## config.mk

```make
export PLATFORM = sky130hd
export DESIGN_NAME = i2c_register_bank
export DESIGN_NICKNAME = d
export VERILOG_FILES = /design/src/rtl/i2c_pkg.sv /design/src/rtl/i2c_line_sync.sv /design/src/rtl/i2c_register_bank.sv
export SDC_FILE = /design/constraint.sdc
export NUM_CORES = 1
export LEC_CHECK = 0
export BUFFER_PORTS_ARGS = -buffer_cell sky130_fd_sc_hd__buf_2
export CAP_MARGIN = 30
export CELL_PAD_IN_SITES_DETAIL_PLACEMENT = 1
export CELL_PAD_IN_SITES_GLOBAL_PLACEMENT = 1
export CORE_MARGIN = 4
export CORE_UTILIZATION = 30
export CTS_CLUSTER_SIZE = 12
export DETAILED_ROUTE_END_ITERATION = 8
export GPL_ROUTABILITY_DRIVEN = 0
export GPL_TIMING_DRIVEN = 0
export PLACE_DENSITY_LB_ADDON = 0.1
export SYNTH_ARGS = -nofsm -noshare
export SYNTH_HDL_FRONTEND = slang
export SYNTH_SLANG_ARGS = --single-unit
```

## constraint.sdc

```tcl
create_clock -name clk -period 2.7 [get_ports clk]
set_input_delay 0.135 -clock clk [delete_from_list [all_inputs] [get_ports clk]]
set_output_delay 0.135 -clock clk [all_outputs]
set_load 0.01 [all_outputs]
```

## src/rtl/i2c_pkg.sv

```systemverilog
// Shared types and constants for the I2C register bank: FSM states and
// byte/ACK bit positions used when framing bytes on the raw bus.
package i2c_pkg;

  typedef enum logic [2:0] {
    IDLE,
    ADDR,
    WR_PTR,
    WR,
    RD,
    IGNORE
  } i2c_state_t;

  localparam int I2C_BYTE_BITS = 8;
  localparam int I2C_ACK_BIT   = 8;

endpackage

```

## src/rtl/i2c_line_sync.sv

```systemverilog
// Brings raw SCL/SDA into the system clock domain and flags SCL edges and
// START/STOP conditions as single-cycle pulses.
module i2c_line_sync (
  input  logic clk,
  input  logic rst_n,
  input  logic scl_i,
  input  logic sda_i,
  output logic scl_rise_o,
  output logic scl_fall_o,
  output logic start_o,
  output logic stop_o,
  output logic sda_o
);

  // Bit 0/1 form the synchroniser, bit 2 holds the previous synchronised level.
  logic [2:0] scl_q, scl_d;
  logic [2:0] sda_q, sda_d;

  always_comb begin
    scl_d = {scl_q[1:0], scl_i};
    sda_d = {sda_q[1:0], sda_i};
  end

  // NOTE: sequential state uses non-blocking assignments so every flop samples
  // pre-edge values regardless of statement order.
  always_ff @(posedge clk or negedge rst_n) begin
    if (!rst_n) begin
      scl_q <= '1;
      sda_q <= '1;
    end else begin
      scl_q <= scl_d;
      sda_q <= sda_d;
    end
  end

  assign scl_rise_o = scl_q[1] & ~scl_q[2];
  assign scl_fall_o = ~scl_q[1] & scl_q[2];
  assign start_o    = scl_q[1] & scl_q[2] & sda_q[2] & ~sda_q[1];
  assign stop_o     = scl_q[1] & scl_q[2] & ~sda_q[2] & sda_q[1];
  assign sda_o      = sda_q[1];

endmodule

```

## src/rtl/i2c_register_bank.sv

```systemverilog
// System-clock register file behind i2c_peripheral: frames bus transactions
// from oversampled SCL/SDA and exposes the bank to fabric logic.
module i2c_register_bank
  import i2c_pkg::*;
#(
  parameter logic [6:0] ADDRESS  = 7'h42,
  parameter int         NUM_REGS = 16,
  parameter int         PTR_W    = $clog2(NUM_REGS)
) (
  input  logic             clk,
  input  logic             rst_n,
  input  logic             scl_i,
  input  logic             sda_i,
  input  logic [7:0]       rx_i,
  input  logic             rw_i,
  output logic [7:0]       tx_o,
  input  logic             hw_we_i,
  input  logic [PTR_W-1:0] hw_addr_i,
  input  logic [7:0]       hw_wdata_i,
  input  logic [PTR_W-1:0] rd_addr_i,
  output logic [7:0]       rd_data_o,
  output logic             wr_strobe_o,
  output logic [PTR_W-1:0] wr_addr_o,
  output logic             busy_o
);

  logic scl_rise, scl_fall, start, stop, sda;

  i2c_line_sync u_sync (
    .clk       (clk),
    .rst_n     (rst_n),
    .scl_i     (scl_i),
    .sda_i     (sda_i),
    .scl_rise_o(scl_rise),
    .scl_fall_o(scl_fall),
    .start_o   (start),
    .stop_o    (stop),
    .sda_o     (sda)
  );

  i2c_state_t               state_q, state_d;
  logic [3:0]               bitcnt_q, bitcnt_d;
  logic [I2C_BYTE_BITS-1:0] shreg_q, shreg_d;
  logic                     ack_pend_q, ack_pend_d;
  logic                     busy_q, busy_d;
  logic [PTR_W-1:0]         ptr_q, ptr_d;
  logic                     wr_strobe_q, wr_strobe_d;
  logic [PTR_W-1:0]         wr_addr_q, wr_addr_d;
  logic [7:0]               regs_q [NUM_REGS];
  logic [7:0]               regs_d [NUM_REGS];
  logic                     i2c_we;

  // NOTE: every signal written here gets a default first, so no path can leave
  // one unassigned and infer a latch.
  always_comb begin
    state_d     = state_q;
    bitcnt_d    = bitcnt_q;
    shreg_d     = shreg_q;
    ack_pend_d  = ack_pend_q;
    busy_d      = busy_q;
    ptr_d       = ptr_q;
    wr_strobe_d = 1'b0;
    wr_addr_d   = wr_addr_q;
    i2c_we      = 1'b0;

    if (stop) begin
      state_d    = IDLE;
      busy_d     = 1'b0;
      bitcnt_d   = '0;
      ack_pend_d = 1'b0;
    end else if (start) begin
      state_d    = ADDR;
      bitcnt_d   = '0;
      ack_pend_d = 1'b0;
    end else if (state_q != IDLE && state_q != IGNORE) begin
      if (scl_rise) begin
        if (bitcnt_q == 4'(I2C_ACK_BIT)) begin
          bitcnt_d = '0;
          case (state_q)
            ADDR: begin
              if (shreg_q[I2C_BYTE_BITS-1:1] == ADDRESS && rw_i == shreg_q[0]) begin
                state_d = shreg_q[0] ? RD : WR_PTR;
                busy_d  = 1'b1;
              end else begin
                state_d = IGNORE;
                busy_d  = 1'b0;
              end
            end
            WR_PTR, WR: ack_pend_d = 1'b1;
            // Controller ACK or NACK both advance the read pointer.
            RD:         ptr_d = ptr_q + PTR_W'(1);
            default:    ;
          endcase
        end else begin
          shreg_d  = {shreg_q[I2C_BYTE_BITS-2:0], sda};
          bitcnt_d = bitcnt_q + 4'd1;
        end
      end else if (scl_fall && ack_pend_q) begin
        // rx_i from the peripheral is stable once the ACK clock has ended.
        ack_pend_d = 1'b0;
        if (state_q == WR_PTR) begin
          ptr_d   = rx_i[PTR_W-1:0];
          state_d = WR;
        end else begin
          i2c_we      = 1'b1;
          wr_strobe_d = 1'b1;
          wr_addr_d   = ptr_q;
          ptr_d       = ptr_q + PTR_W'(1);
        end
      end
    end
  end

  // The I2C write is applied last so it wins an address collision.
  always_comb begin
    regs_d = regs_q;
    if (hw_we_i) regs_d[hw_addr_i] = hw_wdata_i;
    if (i2c_we)  regs_d[ptr_q]     = rx_i;
  end

  always_ff @(posedge clk or negedge rst_n) begin
    if (!rst_n) begin
      state_q     <= IDLE;
      bitcnt_q    <= '0;
      shreg_q     <= '0;
      ack_pend_q  <= 1'b0;
      busy_q      <= 1'b0;
      ptr_q       <= '0;
      wr_strobe_q <= 1'b0;
      wr_addr_q   <= '0;
    end else begin
      state_q     <= state_d;
      bitcnt_q    <= bitcnt_d;
      shreg_q     <= shreg_d;
      ack_pend_q  <= ack_pend_d;
      busy_q      <= busy_d;
      ptr_q       <= ptr_d;
      wr_strobe_q <= wr_strobe_d;
      wr_addr_q   <= wr_addr_d;
    end
  end

  // NOTE: the bank is small and flop-based, so it is reset like any other state;
  // a RAM-inferred array would be left unreset instead.
  always_ff @(posedge clk or negedge rst_n) begin
    if (!rst_n) regs_q <= '{default: 8'h00};
    else        regs_q <= regs_d;
  end

  assign tx_o        = regs_q[ptr_q];
  assign rd_data_o   = regs_q[rd_addr_i];
  assign wr_strobe_o = wr_strobe_q;
  assign wr_addr_o   = wr_addr_q;
  assign busy_o      = busy_q;

endmodule

```

==> results.cfg, run 1 <==
[die]
num_rows = 66
dieArea_um2 = 36350
ios = 52
core-area_um2 = 32700
dieHeight_um = 190.7
die-width_um = 190.7
initial_utilization = 0.3061

[worst_setup_path]
crit_path_start_kind = flop
critPathKind = flop to output port
worstPathMaxFanout = 10
end_kind = output port
arrival_ns = 2.49
required_ns = 2.57

[run]
drv_cap = 0

[cts]
clk_pin_slew_worst_paths_ns = 0.07
cts_made_buffers = 17
cts_max_level = 4
clk_path_buf_depth = 2
clockRootBuffer = clkbuf_16
insertion_delay_ns = 0.44
clock_sinks = 160
cts_tree = done

[detailed_routing]
viasPerCell = 5.397
drc_errors = 0
via_count = 6714
ant_nets = 0
firstDrtPassIters = 5
routed_wl_um = 32340
first_iter_violations = 329
routedWlPerCell_um = 26.00

[synthesis]
synthArstFlopShare = 1.000
synth_area_leaders = dfrtp_1 38%, mux2_2 27%, mux4_2 18%, mux2i_1 2.1%, dfstp_2 1.6%
yosys_most_used_dff = dfrtp_1
synth_area_per_cell_um2 = 13.90
syn_nets = 756
synth_area_leader_cell = dfrtp_1
yosys_register_bits = 160
yosysSeqAreaShare = 0.4008
syn_inst = 720
synth_warnings = 0
synth_cell_type_count = 51
synth-edff-count = 0
syn_area_um2 = 10010
synth_top_area_share = 0.3850

[pwr]
power_frac_seq = 0.389
sw_frac_of_total = 0.3023
leakage_nw = 4.787
p_comb_frac = 0.306
p_int_mw = 6.050
p_sw_mw = 2.621
clkPwrFrac = 0.305
vdd_drop_max_uv = 463.3
pwr_density_cell_nw_per_um2 = 749.8

[global_routing]
grt_max_degree = 85
grt_pass1_vias = 7509
antenna_found_initial = 1
grt_use_total = 0.1823
grt_pass1_wl_um = 48600
overflow = 0

[layout]
final_cells = 1244
fin_area_um2 = 11560
antenna_cells = 0
num-nets-final = 826
nFillCells = 3503
area_growth_pct = 15.54
drive_gt1_frac = 0.5599

[place]
io_buffers = 45
dp.cells = 1209
dp_hpwl_um = 24090
placed_area_um2 = 10830

[timing]
grt_setup_unrepaired = false
fin_crit_sh = 0.9736
max_slew_margin = 0.3334
clock_skew_ns = 0.007349
setup_violations = 0
slew_viol_final = 0
hold_viol_final = 0
fin_crit_ns = 2.629
tightest_slew_ns = 0.9999
fmax_mhz = 380.4

[run_status]
status = finished clean

[worst_hold_path]
hold_path_class = input port to flop
[routing by layer]
metal / up-vias / GRT usage / routed length [um]
li1: 2911 / - / -
met1: 3661 / 0.2393 / 14470
met2: 107 / 0.3109 / 16150
met3: 33 / 0.03552 / 1089
met4: 2 / 0.04586 / 622
met5: - / 0 / 7
[critical path, cell delays in order (launching register included)]
cell	delay, ns
dfrtp_1	0.40
buf_12	0.19
buf_12	0.18
mux4_2	0.55
mux4_2	0.55
buf_2	0.17
[cells in the final DEF, fill, tap and decap left out, types with 14 or more instances in the layout]
| master | instances |
|---|---|
| mux2_2 | 238 |
| dfrtp_1 | 154 |
| mux4_2 | 80 |
| buf_2 | 67 |
| clkbuf_1 | 29 |
| mux2i_1 | 21 |
| nor2_1 | 20 |
| nand4_1 | 17 |
| o21ai_0 | 17 |
| clkbuf_16 | 17 |
| and3_1 | 14 |
[flip-flops by register name, summed over array words and instances (netlist names)]
| signal | count |
|---|---|
| regs_q | 128 |
| shreg_q | 8 |
| bitcnt_q | 4 |
| ptr_q | 4 |
| wr_addr_o | 4 |
| state_q | 3 |
| u_sync.scl_q | 3 |
| u_sync.sda_q | 3 |
| ack_pend_q | 1 |
| busy_o | 1 |
| wr_strobe_o | 1 |
[cells by family (layout without fill, tap and decap cells)]
group	after synthesis	after routing	synth area share
muxes	340	340	0.4699
DFF	160	160	0.4008
and+or+nand+nor	98	98	0.05925
buffers and inverters	76	158	0.03550
AOI/OAI and AO/OA	37	37	0.02450
adders and majority gates	6	6	0.007500
xor gates and xnor gates	3	3	0.002625
[layout make-up]
class | instances | area (um^2) | share of cell area
Inverter | 5 | 18.77 | 0.001623
Timing Repair Buffer | 51 | 307.8 | 0.02661
Multi-Input combinational cell | 484 | 5643 | 0.4879
Tap cell | 442 | 553.0 | 0.04782
Buffer | 71 | 404.1 | 0.03495
Clock inverter | 13 | 187.7 | 0.01623
Clock buffer | 18 | 439.2 | 0.03797
Sequential cell | 160 | 4011 | 0.3469
[metrics by stage]
| step | hold WS, ns | setup slack, ns | util | power [mW] | TNS [ns] |
|---|---|---|---|---|---|
| finish | 0.03418 | 0.07138 | 0.3537 | 8.671 | 0 |
| global route | 0.03812 | 0.0007780 | 0.3537 | 9.116 | 0 |
| CTS | 0.01340 | 0.005016 | 0.3533 | 8.747 | 0 |
| detailed placement | 0.1687 | -0.6873 | 0.3313 | 6.035 | -42.68 |
| global placement | 0.2413 | -1.199 | 0.3299 | 5.858 | -219.85 |
| floorplan | -0.1606 | 0.6120 | - | 5.122 | 0 |
[repair_timing]
item / 4_1_cts / 5_1_grt
endpoints found under the setup margin: 73 / 4
hold buffers: 3 / 0
hold endpoints to repair: 76 / 0
gates resized for setup: 22 / 5
setup buffers: 1 / 0
[power by group through the flow]
stage                     Combinational (mW)  Sequential (mW)  Clock, mW
after global routing                    2.84             3.45       2.82
after floorplan                         1.87             3.25          0
after detailed placement                2.62             3.42          0
final                                   2.65             3.38       2.64
after CTS                               2.66             3.37       2.71
after global placement                  2.52             3.34          0
[cell usage after synthesis, types with 2 or more instances]
cell type  instances
o21ai_0           17
nand2b_1           4
clkbuf_2           2
nand3_1            3
inv_1              5
mux2i_1           21
buf_4              6
o211ai_2           2
a2bb2oi_1          2
ha_1               6
dfstp_2            6
nand2_1            7
nand3b_1           7
nor3b_1            4
a31oi_1            2
and3_1            14
xnor2_1            2
mux2_2           238
clkbuf_1          33
buf_2             24
and4_1             4
or3_1              4
buf_1              4
nor2_1            20
or4b_1             2
nor2b_1            3
nor4_1             2
mux4_2            80
buf_6              2
dfrtp_1          154
nand4_1           17
a21oi_1            4
[final timing paths]
check | start | end | slack, ns | cells after the start
min in group asynchronous | rst_n | bitcnt_q[2] | 0.26 | 2
max in group asynchronous | rst_n | regs_q[95] | 1.56 | 3
max reg2reg | ptr_q[1] | regs_q[82] | 0.27 | 7
max | ptr_q[0] | tx_o[3] | 0.07 | 5
min reg2reg | u_sync.sda_q[0] | u_sync.sda_q[1] | 0.36 | 0
min | rx_i[4] | regs_q[12] | 0.03 | 2
(Power assumes the default switching activity.)
==> run 2, diff against run 1 <==
CORE_UTILIZATION = 56   (was 30)
REMOVE_ABC_BUFFERS = 1   (was unset)
clock period = 3.1 ns   (was 2.7 ns; I/O delays follow)
==> run 2 against run 1 <==
Compared with the run above:
- count of clock-buffer cells in the layout is 1 lower
- first-iteration DRC count is 46% higher
- power is 18% lower
- cell count is 22% lower
- largest power group unchanged
==> results.cfg, run 2 (same netlist as run 1, synthesis figures left out) <==
[global_routing]
antenna_found_initial = 0
grt_use_total = 0.3176
grt_max_degree = 95
overflow = 0
grt_pass1_wl_um = 46870
grt_pass1_vias = 7541

[cts]
post_cts_buffers = 0
insertion_delay_ns = 0.43
cts_made_buffers = 17
cts_max_level = 4
clk_pin_slew_worst_paths_ns = 0.07
clk_path_buf_depth = 2
cts_resized = 0
clock_sinks = 160
cts_tree = done
clockRootBuffer = clkbuf_16

[detailed_routing]
drt-met1-wl_um = 12190
viasPerCell = 7.025
first_iter_violations = 480
routed_wl_um = 30670
ant_nets = 0
routed.top_layer = met4
firstDrtPassIters = 5
routedWlPerCell_um = 31.42
via_count = 6856
dr_wl_met2_um = 15560
drc_errors = 0
met3_length_um = 1612

[pwr]
clkPwrFrac = 0.284
pwr_density_cell_nw_per_um2 = 646.3
power_frac_seq = 0.422
p_int_mw = 4.979
leakage_nw = 4.618
vdd_drop_max_uv = 456.9
p_sw_mw = 2.167
sw_frac_of_total = 0.3032
fin_total_pwr_mw = 7.146
p_comb_frac = 0.294

[worst_setup_path]
r2r_slack_ns = 0.20
r2r_cells = 4
end_kind = output port
required_ns = 2.94
worstPathMaxFanout = 23
critPathKind = flop to output port
rr_startpoint = ptr_q[3]
r2r-end = regs_q[102]
arrival_ns = 2.77
crit_path_start_kind = flop

[timing]
fmax_mhz = 341.9
grt_setup_unrepaired = false
max_slew_margin = 0.3474
tightest_slew_ns = 0.9789
fin_ws_ns = 0.1752
slew_viol_final = 0
fin_crit_sh = 0.9435
setup_violations = 0
clock_skew_ns = 0.008978
fin_crit_ns = 2.925
hold_viol_final = 0

[die]
dieArea_um2 = 20080
die-width_um = 141.7
core-area_um2 = 17420
ios = 52
dieHeight_um = 141.7
initial_utilization = 0.5747
num_rows = 48

[layout]
num-nets-final = 774
area_growth_pct = 10.47
regArea_um2 = 4014
drive_gt1_frac = 0.5752
final_common_cell = mux2_2
largest_register_ffs = 128
top_register = regs_q
nFillCells = 1659
antenna_cells = 0
multi_input_area_um2 = 5643
top_regs = regs_q (128), shreg_q (8)
final_cell_mix = 238 x mux2_2, 152 x dfrtp_1, 80 x mux4_2, 50 x buf_2, 21 x mux2i_1

[worst_hold_path]
hold_path_class = input port to flop
min_to = regs_q[112]
hold_depth = 3
hp-start = rx_i[0]

[place]
dp_hpwl_um = 19910
io_buffers = 51
dp_slack_ns = 0.2686

[run_status]
status = finished clean

[run]
drv_cap = 0
run 2: changes by cell type in the layout (fill, tap and decap cells not counted), moves of 3 or more:
| cell | before | now |
|---|---|---|
| buf_1 | 3 | 0 |
| buf_4 | 7 | 2 |
| clkbuf_2 | 3 | 0 |
| clkinvlp_4 | 3 | 7 |
| clkbuf_1 | 29 | 0 |
| bufinv_16 | 4 | 1 |
| buf_2 | 67 | 50 |
| buf_6 | 3 | 9 |
run 2: how the worst max path moves through the flow:
stage	to	cells after the start	slack (ns)	from
floorplan	regs_q[0]	3	0.29	ptr_q[0]
global placement	regs_q[6]	3	-0.96	ptr_q[0]
detailed placement	regs_q[2]	4	0.27	ptr_q[0]
CTS	tx_o[2]	4	0.16	ptr_q[0]
global route	tx_o[2]	4	0.08	ptr_q[0]
finish	tx_o[1]	4	0.18	ptr_q[0]
run 2: repair_timing:
item,4_1_cts,5_1_grt
hold endpoints to repair,68,0
setup endpoints to repair,0,0
hold buffers,3,0
run 2: critical path: stages, from the launching register on:
cell and delay, ns:
dfrtp_2 0.80, buf_12 0.30, mux4_2 0.55, mux4_2 0.50, buf_2 0.16
run 2: cell type report:
cell class / instances / share of cell area
inverters: 5 / 0.001697
flip-flops and latches: 160 / 0.3630
well taps: 225 / 0.02546
repair buffers: 70 / 0.04877
multi-input cells: 484 / 0.5103
clock inverters: 15 / 0.01233
clock buffers: 17 / 0.03847
run 2: per-stage QoR:
step	cells	instance area, um^2	setup TNS (ns)	util	hold WS [ns]
6_report	976	11060	0	0.6349	0.1716
2_1_floorplan	649	9673	0	-	-0.1406
3_3_place_gp	925	10210	-178.26	0.5862	0.2599
4_1_cts	976	11060	0	0.6349	0.1460
3_5_place_dp	941	10470	0	0.6009	0.1985
5_1_grt	976	11060	0	0.6349	0.1964
run 2: power by group through the flow:
stage          Sequential [mW]  Clock, mW  Combinational (mW)
4_1_cts                   3.00       2.05                2.11
3_5_place_dp              3.03          0                2.08
3_3_place_gp              2.99          0                1.87
6_report                  3.01       2.03                2.10
2_1_floorplan             2.89          0                1.49
5_1_grt                   3.07       2.16                2.25
run 2: metal layers:
layer / up-vias / GRT usage
li1: 2812 / -
met1: 3660 / 0.4092
met2: 293 / 0.5305
met3: 91 / 0.05595
met4: 0 / 0.1389
met5: - / 0
==> run 3, diff against run 2 <==
CORE_UTILIZATION = 52   (was 56)
clock period = 2.9 ns   (was 3.1 ns; I/O delays follow)
==> run 3 against run 2 <==
Compared with the run above:
- die area is 7.2% higher
- critical path depth stayed put
- first-iteration DRC count is 8.8% higher
- register-to-register slack worse by 0.16 ns
- design area is 1.6% higher
- cell count is 3.7% higher
- sequential cell count stayed put
- routed wire length hardly changed
- critical path type is now flop to flop
- highest routed layer unchanged
==> results.cfg, run 3 (same netlist as run 1, synthesis figures left out) <==
[run_status]
status = finished clean

[timing]
fmax_mhz = 349.8
grt_setup_unrepaired = false
setup_violations = 0
tns_ns = 0
tightest_slew_ns = 0.9624
fin_crit_ns = 2.859
slew_viol_final = 0
clock_skew_ns = 0.007046
fin_crit_sh = 0.9859
max_slew_margin = 0.3584
hold_viol_final = 0
hold_ws_ns = 0.1514

[layout]
area_growth_pct = 12.26
largest_register_ffs = 128
final_common_cell = mux2_2
antenna_cells = 0
num-nets-final = 775
drive_gt1_frac = 0.5745
final_cell_mix = 238 x mux2_2, 152 x dfrtp_1, 80 x mux4_2, 50 x buf_2, 21 x mux2i_1
utilization = 0.5967
top_regs = regs_q (128), shreg_q (8)
top_register = regs_q

[detailed_routing]
drc_errors = 0
routedWlPerCell_um = 30.29
viasPerCell = 6.713
routed_wl_um = 30650
ant_nets = 0
via_count = 6794
firstDrtPassIters = 5
first_iter_violations = 522

[pwr]
p_int_mw = 5.668
power_frac_seq = 0.406
p_sw_mw = 2.285
leakage_nw = 4.696
clkPwrFrac = 0.312
p_comb_frac = 0.282
pwr_density_cell_nw_per_um2 = 707.7
sw_frac_of_total = 0.2873
fin_total_pwr_mw = 7.952
vdd_drop_max_uv = 407.0

[cts]
clk_pin_slew_worst_paths_ns = 0.07
clock_sinks = 160
cts_made_buffers = 17
cts_tree = done
post_cts_buffers = 0
insertion_delay_ns = 0.43
clockRootBuffer = clkbuf_16
cts_max_level = 4
clk_path_buf_depth = 2

[place]
io_buffers = 51
dp_hpwl_um = 19250

[global_routing]
grt_pass1_vias = 7338
grt_use_total = 0.2940
grt_pass1_wl_um = 47100
grt_max_degree = 82
overflow = 0
antenna_found_initial = 0

[die]
core-area_um2 = 18830
dieHeight_um = 146.7
dieArea_um2 = 21530
ios = 52
initial_utilization = 0.5316
die-width_um = 146.7
num_rows = 50

[run]
drv_cap = 0

[worst_setup_path]
max_stage_delay_ns = 0.79
crit_path_start_kind = flop
crit_chain = buf_16, ha_1, and4_1, mux2_2
slowest_stage = dfrtp_2
end_kind = flop
arrival_ns = 3.17
r2r_slack_ns = 0.04
required_ns = 3.22
worstPathMaxFanout = 20
critPathKind = flop to flop

[worst_hold_path]
hold_path_class = input port to flop
## run 3: cell count changes in the layout (fill, tap and decap cells not counted), sizes merged
| cell | before | now |
|---|---|---|
| clkbuf | 17 | 21 |
| clkinv | 4 | 2 |
| bufinv | 1 | 4 |
| clkinvlp | 7 | 2 |
| buf | 67 | 68 |
## run 3: what timing repair did
action / CTS / global route
endpoints found under the hold margin: 76 / 0
setup endpoints to repair: 21 / 0
gates resized for setup: 1 / 0
hold buffers: 3 / 0
## run 3: power by group through the flow
stage                     clock, mW  combinational, mW  sequential [mW]
after CTS                      2.52               2.24             3.21
after global routing           2.64               2.40             3.29
final                          2.48               2.24             3.23
after detailed placement          0               2.21             3.23
after global placement            0               2.02             3.20
after floorplan                   0               1.60             3.09
## run 3: worst paths after layout
kind / cells after the start / to / startpoint
max in group asynchronous: 3 / regs_q[106] / rst_n
min: 3 / regs_q[104] / rx_i[0]
max: 4 / regs_q[1] / ptr_q[1]
min reg2reg: 0 / u_sync.scl_q[1] / u_sync.scl_q[0]
min in group asynchronous: 2 / regs_q[117] / rst_n
max reg2reg: 4 / regs_q[1] / ptr_q[1]
## run 3: cell type report
class	instances	area [um^2]
Fill cell	1761	7594
Clock inverter	11	177.7
Tap cell	260	325.3
Timing Repair Buffer	71	585.6
Inverter	5	18.77
Sequential cell	160	4016
Multi-Input combinational cell	484	5643
Clock buffer	21	470.5
## run 3: routing by layer
layer / vias up / track usage / share of wire
met3: 59 / 0.05429 / 0.057
met1: 3662 / 0.4068 / 0.43
li1: 2830 / - / -
met5: - / 0 / 0
met4: 0 / 0.1082 / 0.030
met2: 243 / 0.4678 / 0.49
## run 3: per-stage QoR
stage	worst slack (ns)	cells	area, um^2
after floorplan	0.09136	649	9673
after global placement	-1.208	960	10250
after detailed placement	0.01220	976	10530
after CTS	0.08292	1011	11210
after global routing	0.001942	1012	11240
final	0.04085	1012	11240
## run 3: critical path: cells and delay by family (launching register included)
| family | cells | cell delay (ns) |
|---|---|---|
| multiplexers | 1 | 0.43 |
| buffers and inverters | 1 | 0.25 |
| AND/OR/NAND/NOR | 1 | 0.78 |
| adder cells (fa/ha/maj) | 1 | 0.47 |
| flip-flops | 1 | 0.79 |
